### src/rtl/emblem_overlay_ctrl.sv
// Crest emblem overlay sequencer for 640x480 VGA.
// A frame-synchronous FSM fades the emblem in on a trigger, holds it at full
// brightness and fades it out again. The pixel path keys out the transparent
// colour, dims the emblem by the current fade level and registers the
// composite over the background.
module emblem_overlay_ctrl #(
  parameter int unsigned STEP_FRAMES = 8,
  parameter int unsigned HOLD_FRAMES = 120,
  parameter logic [5:0]  COLOR_KEY   = 6'b100001
) (
  input  logic       clk,
  input  logic       rst,
  input  logic       frame_start,
  input  logic       trigger,
  input  logic       enable,
  input  logic       video_active,
  input  logic [9:0] x,
  input  logic [9:0] y,
  input  logic [5:0] bg_rgb,
  input  logic [5:0] emblem_rgb,
  output logic       emblem_active,
  output logic [5:0] rgb_out,
  output logic [1:0] state,
  output logic       busy
);

  typedef enum logic [1:0] {
    StIdle    = 2'd0,
    StFadeIn  = 2'd1,
    StHold    = 2'd2,
    StFadeOut = 2'd3
  } state_e;

  localparam logic [7:0] StepLast = 8'(STEP_FRAMES - 1);
  localparam logic [7:0] HoldLast = 8'(HOLD_FRAMES - 1);
  localparam logic [1:0] LevelMax = 2'd3;

  state_e     state_q, state_d;
  logic [1:0] level_q, level_d;
  logic [7:0] cnt_q, cnt_d;
  logic       pending_q, pending_d;
  logic [5:0] rgb_q, rgb_d;

  logic       pend_now;
  logic       consume;
  logic [1:0] level_up;
  logic [5:0] faded;

  // Position is only meaningful to the emblem generator, not to this block.
  logic unused_pos;
  assign unused_pos = ^{x, y};

  // A trigger in the same cycle as frame_start is honoured at that frame.
  assign pend_now = pending_q | (trigger & enable);
  assign level_up = (level_q == LevelMax) ? LevelMax : level_q + 2'd1;

  // State, level, frame counter, pending request and composited pixel.
  always_ff @(posedge clk or posedge rst) begin
    if (rst) begin
      state_q   <= StIdle;
      level_q   <= 2'd0;
      cnt_q     <= 8'd0;
      pending_q <= 1'b0;
      rgb_q     <= 6'd0;
    end else begin
      state_q   <= state_d;
      level_q   <= level_d;
      cnt_q     <= cnt_d;
      pending_q <= pending_d;
      rgb_q     <= rgb_d;
    end
  end

  // Next-state logic; sequencing only advances on frame_start to avoid tearing.
  always_comb begin
    state_d = state_q;
    level_d = level_q;
    cnt_d   = cnt_q;
    consume = 1'b0;
    if (frame_start) begin
      unique case (state_q)
        StIdle: begin
          if (pend_now && enable) begin
            state_d = StFadeIn;
            level_d = 2'd0;
            cnt_d   = 8'd0;
            consume = 1'b1;
          end
        end
        StFadeIn: begin
          if (!enable) begin
            state_d = StFadeOut;
            cnt_d   = 8'd0;
          end else if (cnt_q == StepLast) begin
            cnt_d   = 8'd0;
            level_d = level_up;
            if (level_up == LevelMax) state_d = StHold;
          end else begin
            cnt_d = cnt_q + 8'd1;
          end
        end
        StHold: begin
          if (!enable) begin
            state_d = StFadeOut;
            cnt_d   = 8'd0;
          end else if (pend_now) begin
            // Retrigger restarts the hold period.
            cnt_d   = 8'd0;
            consume = 1'b1;
          end else if (cnt_q == HoldLast) begin
            state_d = StFadeOut;
            cnt_d   = 8'd0;
          end else begin
            cnt_d = cnt_q + 8'd1;
          end
        end
        StFadeOut: begin
          if (pend_now && enable) begin
            // Fade back in from wherever the level currently is.
            state_d = StFadeIn;
            cnt_d   = 8'd0;
            consume = 1'b1;
          end else if (level_q == 2'd0) begin
            // Reached when enable drops during FADE_IN at level 0.
            state_d = StIdle;
            cnt_d   = 8'd0;
          end else if (cnt_q == StepLast) begin
            cnt_d   = 8'd0;
            level_d = level_q - 2'd1;
            if (level_q == 2'd1) state_d = StIdle;
          end else begin
            cnt_d = cnt_q + 8'd1;
          end
        end
        default: state_d = StIdle;
      endcase
    end
  end

  // Pending request: latched while enabled, dropped on consume or disable.
  always_comb begin
    pending_d = pending_q;
    if (!enable || consume) begin
      pending_d = 1'b0;
    end else if (trigger) begin
      pending_d = 1'b1;
    end
  end

  // Outputs and next composited pixel.
  always_comb begin
    busy          = (state_q != StIdle);
    emblem_active = video_active & busy;
    for (int i = 0; i < 3; i++) begin
      faded[2*i +: 2] = (emblem_rgb[2*i +: 2] < level_q) ? emblem_rgb[2*i +: 2] : level_q;
    end
    if (!video_active) begin
      rgb_d = 6'd0;
    end else if (emblem_active && (emblem_rgb != COLOR_KEY) && (level_q != 2'd0)) begin
      rgb_d = faded;
    end else begin
      rgb_d = bg_rgb;
    end
  end

  assign state   = state_q;
  assign rgb_out = rgb_q;

endmodule

### config.mk
export PLATFORM = sky130hd
export DESIGN_NAME = emblem_overlay_ctrl
export DESIGN_NICKNAME = d
export VERILOG_FILES = /design/src/rtl/emblem_overlay_ctrl.sv
export SDC_FILE = /design/constraint.sdc
export NUM_CORES = 1
export LEC_CHECK = 0
export ABC_AREA = 1
export CAP_MARGIN = 15
export CORE_AREA = 2 2 58 60
export CTS_BUF_LIST = sky130_fd_sc_hd__clkbuf_8
export DETAILED_ROUTE_END_ITERATION = 16
export DIE_AREA = 0 0 60 62
export GPL_ROUTABILITY_DRIVEN = 0
export PLACE_DENSITY = 0.85
export RECOVER_POWER = 100
export SLEW_MARGIN = 20
export SYNTH_ARGS = -nofsm -noshare
export SYNTH_HDL_FRONTEND = slang
export SYNTH_SLANG_ARGS = --single-unit
### constraint.sdc
create_clock -name clk -period 2.2 [get_ports clk]
set_clock_uncertainty 0.15 [all_clocks]
set_input_delay 0.33 -clock clk [delete_from_list [all_inputs] [get_ports clk]]
set_output_delay 0.33 -clock clk [all_outputs]
set_load 0.03 [all_outputs]
Word level (Yosys, flattened, before mapping)
Cells that the tools add are included.
W data, S select, Z words.

word-level totals
  flip-flop bits (word level) = 19
  input port bits = 38
  output and inout bits = 10
  logic and storage cells = 91

cells by class
  $add $sub $neg = 3
  $lt $le $gt $ge = 3
  eq/ne operators = 21
  muxes and demuxes = 41
  bitwise operators = 3
  reductions and logical operators = 15

operator list
  cell                   number
  $mux W8                8
  $mux W2                21
  $pmux W8 S4            1
  $reduce_and A8 Y1      2
  $mux W6                2
  $ne A2 B2 Y1 const B   6
  $ne A3 B3 Y1 const B   4
  $add A8 B1 Y8 const B  1
  $eq A2 B2 Y1 const B   4
  $eq A8 B3 Y1 const B   1
  $eq A8 B7 Y1 const B   1
  $ne A4 B4 Y1 const B   2
  $pmux W2 S4            1
  $lt A2 B2 Y1           3
  $mux W1                6
  $ne A6 B6 Y1 const B   1
  $pmux W2 S3            1
  $reduce_bool A2 Y1     3
  $eq A2 B1 Y1 const B   2
  $logic_not A2 Y1       2
  $logic_and A1 B1 Y1    3
  $reduce_bool A3 Y1     1
  $add A2 B1 Y2 const B  1
  $and A1 B1 Y1          2
  7 further kinds        7

Depth between registers and ports, before layout
  depth after elaboration = 8
  depth in mapped cells = 10
  mapped depth without buffers = 10

Worst setup path before layout
OpenSTA, ideal clock, no wires.

  kind = reg2out
  start point = register state_q[0], in the netlist state[0]
  end point = output emblem_active
  arrival = 1.469 ns
  data required time = 1.720 ns
  setup slack = 0.251 ns
  cell stages (with the launch flop) = 5
  path buffers = 1
  cells stage by stage = dfrtp_1 -> inv_1 -> ha_1 -> buf_4 -> nor2_1

between the ends
  longest elaborated chain between the ends = 2

ends and longest elaborated chain
  what                      RTL line  text
  start: declaration        38        state_e state_q, state_d;
  start signal: assignment  60        state_q <= StIdle;
  start signal: assignment  66        state_q <= state_d;
  $reduce_bool A2 Y1        152       busy = (state_q != StIdle);
  $and A1 B1 Y1             153       emblem_active = video_active & busy;
  end: declaration          21        output logic emblem_active,

Every way passes these cells.

Worst setup path in the final report
Ends and elaborated chain as after synthesis.

==> parameters.txt <==
Parameter                              Value

Placed design
  Quantity of I/O buffers inserted on ports    27
  HPWL after DPL    2400 um
  Post-Place Cell Area    1750 sq um

Cells and area
  Count of filler cells inserted in the layout    301
  Proportion of layout cells with a drive suffix above 1    0.0682
  Area Overhead vs Synth    25.5%
  Final instance area    1760 sq um
  # diodes    0
  Final nets    273

STA
  Final Hold Fails    0
  Total setup violations reported at the end of the flow    0
  Time the worst path needs with I/O delays and setup    2.00 ns
  Max-slew violation count    0
  Post-route fraction of the period consumed by the critical path    0.909
  Aggregate negative setup slack    0 ns
  Slew headroom    0.289
  Setup repair after global routing missed its margin    no
  Max Clock Freq    500 MHz
  Slew of the pin with the lowest slew margin    1.07 ns

Power and ir drop
  Worst vdd rail ir drop    700 uV
  Areal power density over the cells    948 nW/um^2
  Leakage power total    0.877 nW
  Overall power of the completed layout    1.67 mW

Yosys
  Synthesized area    1400 sq um
  Number of storage elements in the synthesis netlist    19
  Share of flip-flops with an asynchronous set or reset after synthesis    1.00
  Avg Inst Size Synth    7.53 sq um
  Sequential fraction of the synthesis area    0.340
  Number of instances in the synthesized netlist    186
  Post-synth EDFFs    0
  YS warnings    0
  Most used standard cell by instance count after synthesis    nand2_1
  Flip-flop cell with the highest count after synthesis    dfrtp_1
  Proportion of netlist area held by the largest area contributor    0.340
  Leading post-synthesis cells by cell area    dfrtp_1 34%, nand2_1 13%, ha_1 13%
  Number of different library cells in the post-synthesis netlist    27
  Top cells by instance count after synthesis    48 x nand2_1, 23 x inv_1, 23 x nor2_1
  Cell accounting for the most synthesized area    dfrtp_1
  Syn Nets    238

Route
  Remaining DRCs    0
  Initial DRC count    37
  Wirelength per Cell    11.3 um
  Routed via count divided by cell count    4.95
  Total length of routed wires    3000 um
  Antenna violation net count after detailed routing    0
  Number of vias after detailed routing    1316
  Initial DRT Pass Iterations    4

Outcome
  Status    complete, no violations

Die
  Starting density of the core    0.440
  Standard cell core area    3180 sq um
  Chip height    62 um
  Count of standard-cell rows    21
  Total Die Area    3720 sq um
  Number of top-level pins    48
  Width of the die    60 um

Clocking
  Sink Count    19
  Clock latency at the later pin of the worst-skew pair    0.26 ns
  Clock tree from TritonCTS    built
  H-tree levels    1
  Post-CTS repair timing setup buffer count    0
  Bufs on Longest Clock Path    2
  Clock-pin transition on the worst setup and hold timing paths    0.07 ns
  Count of hold buffers inserted by post-cts repair    0
  Cell at the root of the clock tree    clkbuf_8
  PostCTS Resize Cnt    1
  CTS buffer count    3

Global routing
  First-pass GRT wire length    5120 um
  Pin count of the biggest net entering global routing    20
  GRT Resource Usage Total    0.181
  Number of antenna violations at the first check in global routing    0
  Via count of the first global-routing pass    1236
  Aggregate global routing overflow    0

Min path
  Type of the worst min-delay path    reg -> reg

Critical path
  Worst path arrival time    1.52 ns
  CP Capture Type    output port
  Worst Path Max Fanout    6
  Critical path class    reg -> out
  Worst Setup Start Kind    flop
  Required @ worst endpoint    1.72 ns

Job
  Max-cap viol count    0
==> worst paths after layout <==
path	start	endpoint	slack, ns	depth (start not counted)
min	cnt_q[0]$_DFFE_PP0N_	cnt_q[0]$_DFFE_PP0N_	0.37	1
min reg2reg	cnt_q[0]$_DFFE_PP0N_	cnt_q[0]$_DFFE_PP0N_	0.37	1
max in group asynchronous	rst	pending_q$_DFFE_PP0P_	0.56	3
max	state[0]$_DFFE_PP0P_	emblem_active	0.20	5
max reg2reg	level_q[1]$_DFFE_PP0P_	cnt_q[3]$_DFFE_PP0N_	0.28	9
min in group asynchronous	rst	rgb_out[4]$_DFF_PP0_	0.69	3
==> cell type report <==
cell class / instances / area [sq um] / share of cell area
multi-input cells: 143 / 807 / 0.459
well taps: 46 / 57.6 / 0.0328
inverters: 23 / 86.3 / 0.0491
repair buffers: 31 / 285 / 0.162
clock buffers: 3 / 41.3 / 0.0235
flip-flops and latches: 19 / 475 / 0.271
clock inverters: 1 / 3.75 / 0.00214
==> registers in the layout, summed over array words and instances, names as in the netlist <==
| name | flops |
|---|---|
| cnt_q | 8 |
| state | 2 |
| level_q | 2 |
| pending_q | 1 |
| rgb_out | 6 |
==> layer usage <==
layer | up-vias | wire length [um] | share of wire | track usage
met3 | 4 | 102 | 0.034 | 0.0248
met4 | 0 | 25 | 0.0083 | 0.0476
met2 | 28 | 1550 | 0.52 | 0.352
li1 | 677 | - | - | -
met1 | 607 | 1320 | 0.44 | 0.207
met5 | - | 0 | 0 | 0
==> where the power goes <==
group	total [mW]	internal, mW	leakage, nW	switching [mW]
combinational	0.953	0.350	0.597	0.603
clock	0.249	0.124	0.0269	0.125
sequential	0.463	0.415	0.252	0.0478
total	1.67	0.890	0.877	0.775
==> metrics by stage <==
stage	hold slack, ns	instances	utilization	worst slack, ns
3_3_place_gp	0.344	262	0.550	0.285
5_1_grt	0.387	266	0.553	0.0905
4_1_cts	0.268	266	0.564	0.255
6_report	0.370	266	0.553	0.200
3_5_place_dp	0.352	262	0.550	0.260
2_1_floorplan	0.131	186	-	0.251
==> placed cells by master (no fill, tap or decap), types with 3 or more instances in the layout <==
| cell | instances |
|---|---|
| clkbuf_8 | 3 |
| o21ai_0 | 6 |
| ha_1 | 14 |
| nor2_1 | 23 |
| o2111ai_1 | 3 |
| dfrtp_1 | 19 |
| dlygate4sd3_1 | 8 |
| nand4_1 | 5 |
| clkbuf_1 | 3 |
| nor3_1 | 4 |
| inv_1 | 24 |
| clkdlybuf4s50_1 | 17 |
| nand2_1 | 52 |
| a21oi_1 | 9 |
| nand3_1 | 11 |
==> worst max-delay path: stages, from the launching register on <==
cell	delay [ns]
dfrtp_1	0.35
inv_1	0.08
ha_1	0.21
buf_4	0.17
nor2_1	0.11
clkbuf_1	0.33
==> cell families (layout without fill, tap and decap cells) <==
kind of cell,Yosys count,after routing,share of synthesized area
AOI/OAI and AO/OA,27,27,0.133
adders and majority gates,14,14,0.125
and+or+nand+nor,101,101,0.329
xor gates and xnor gates,1,1,0.00626
DFF,19,19,0.340
buffers and inverters,24,58,0.0670
Note: power is estimated with default switching activity, not from simulation.
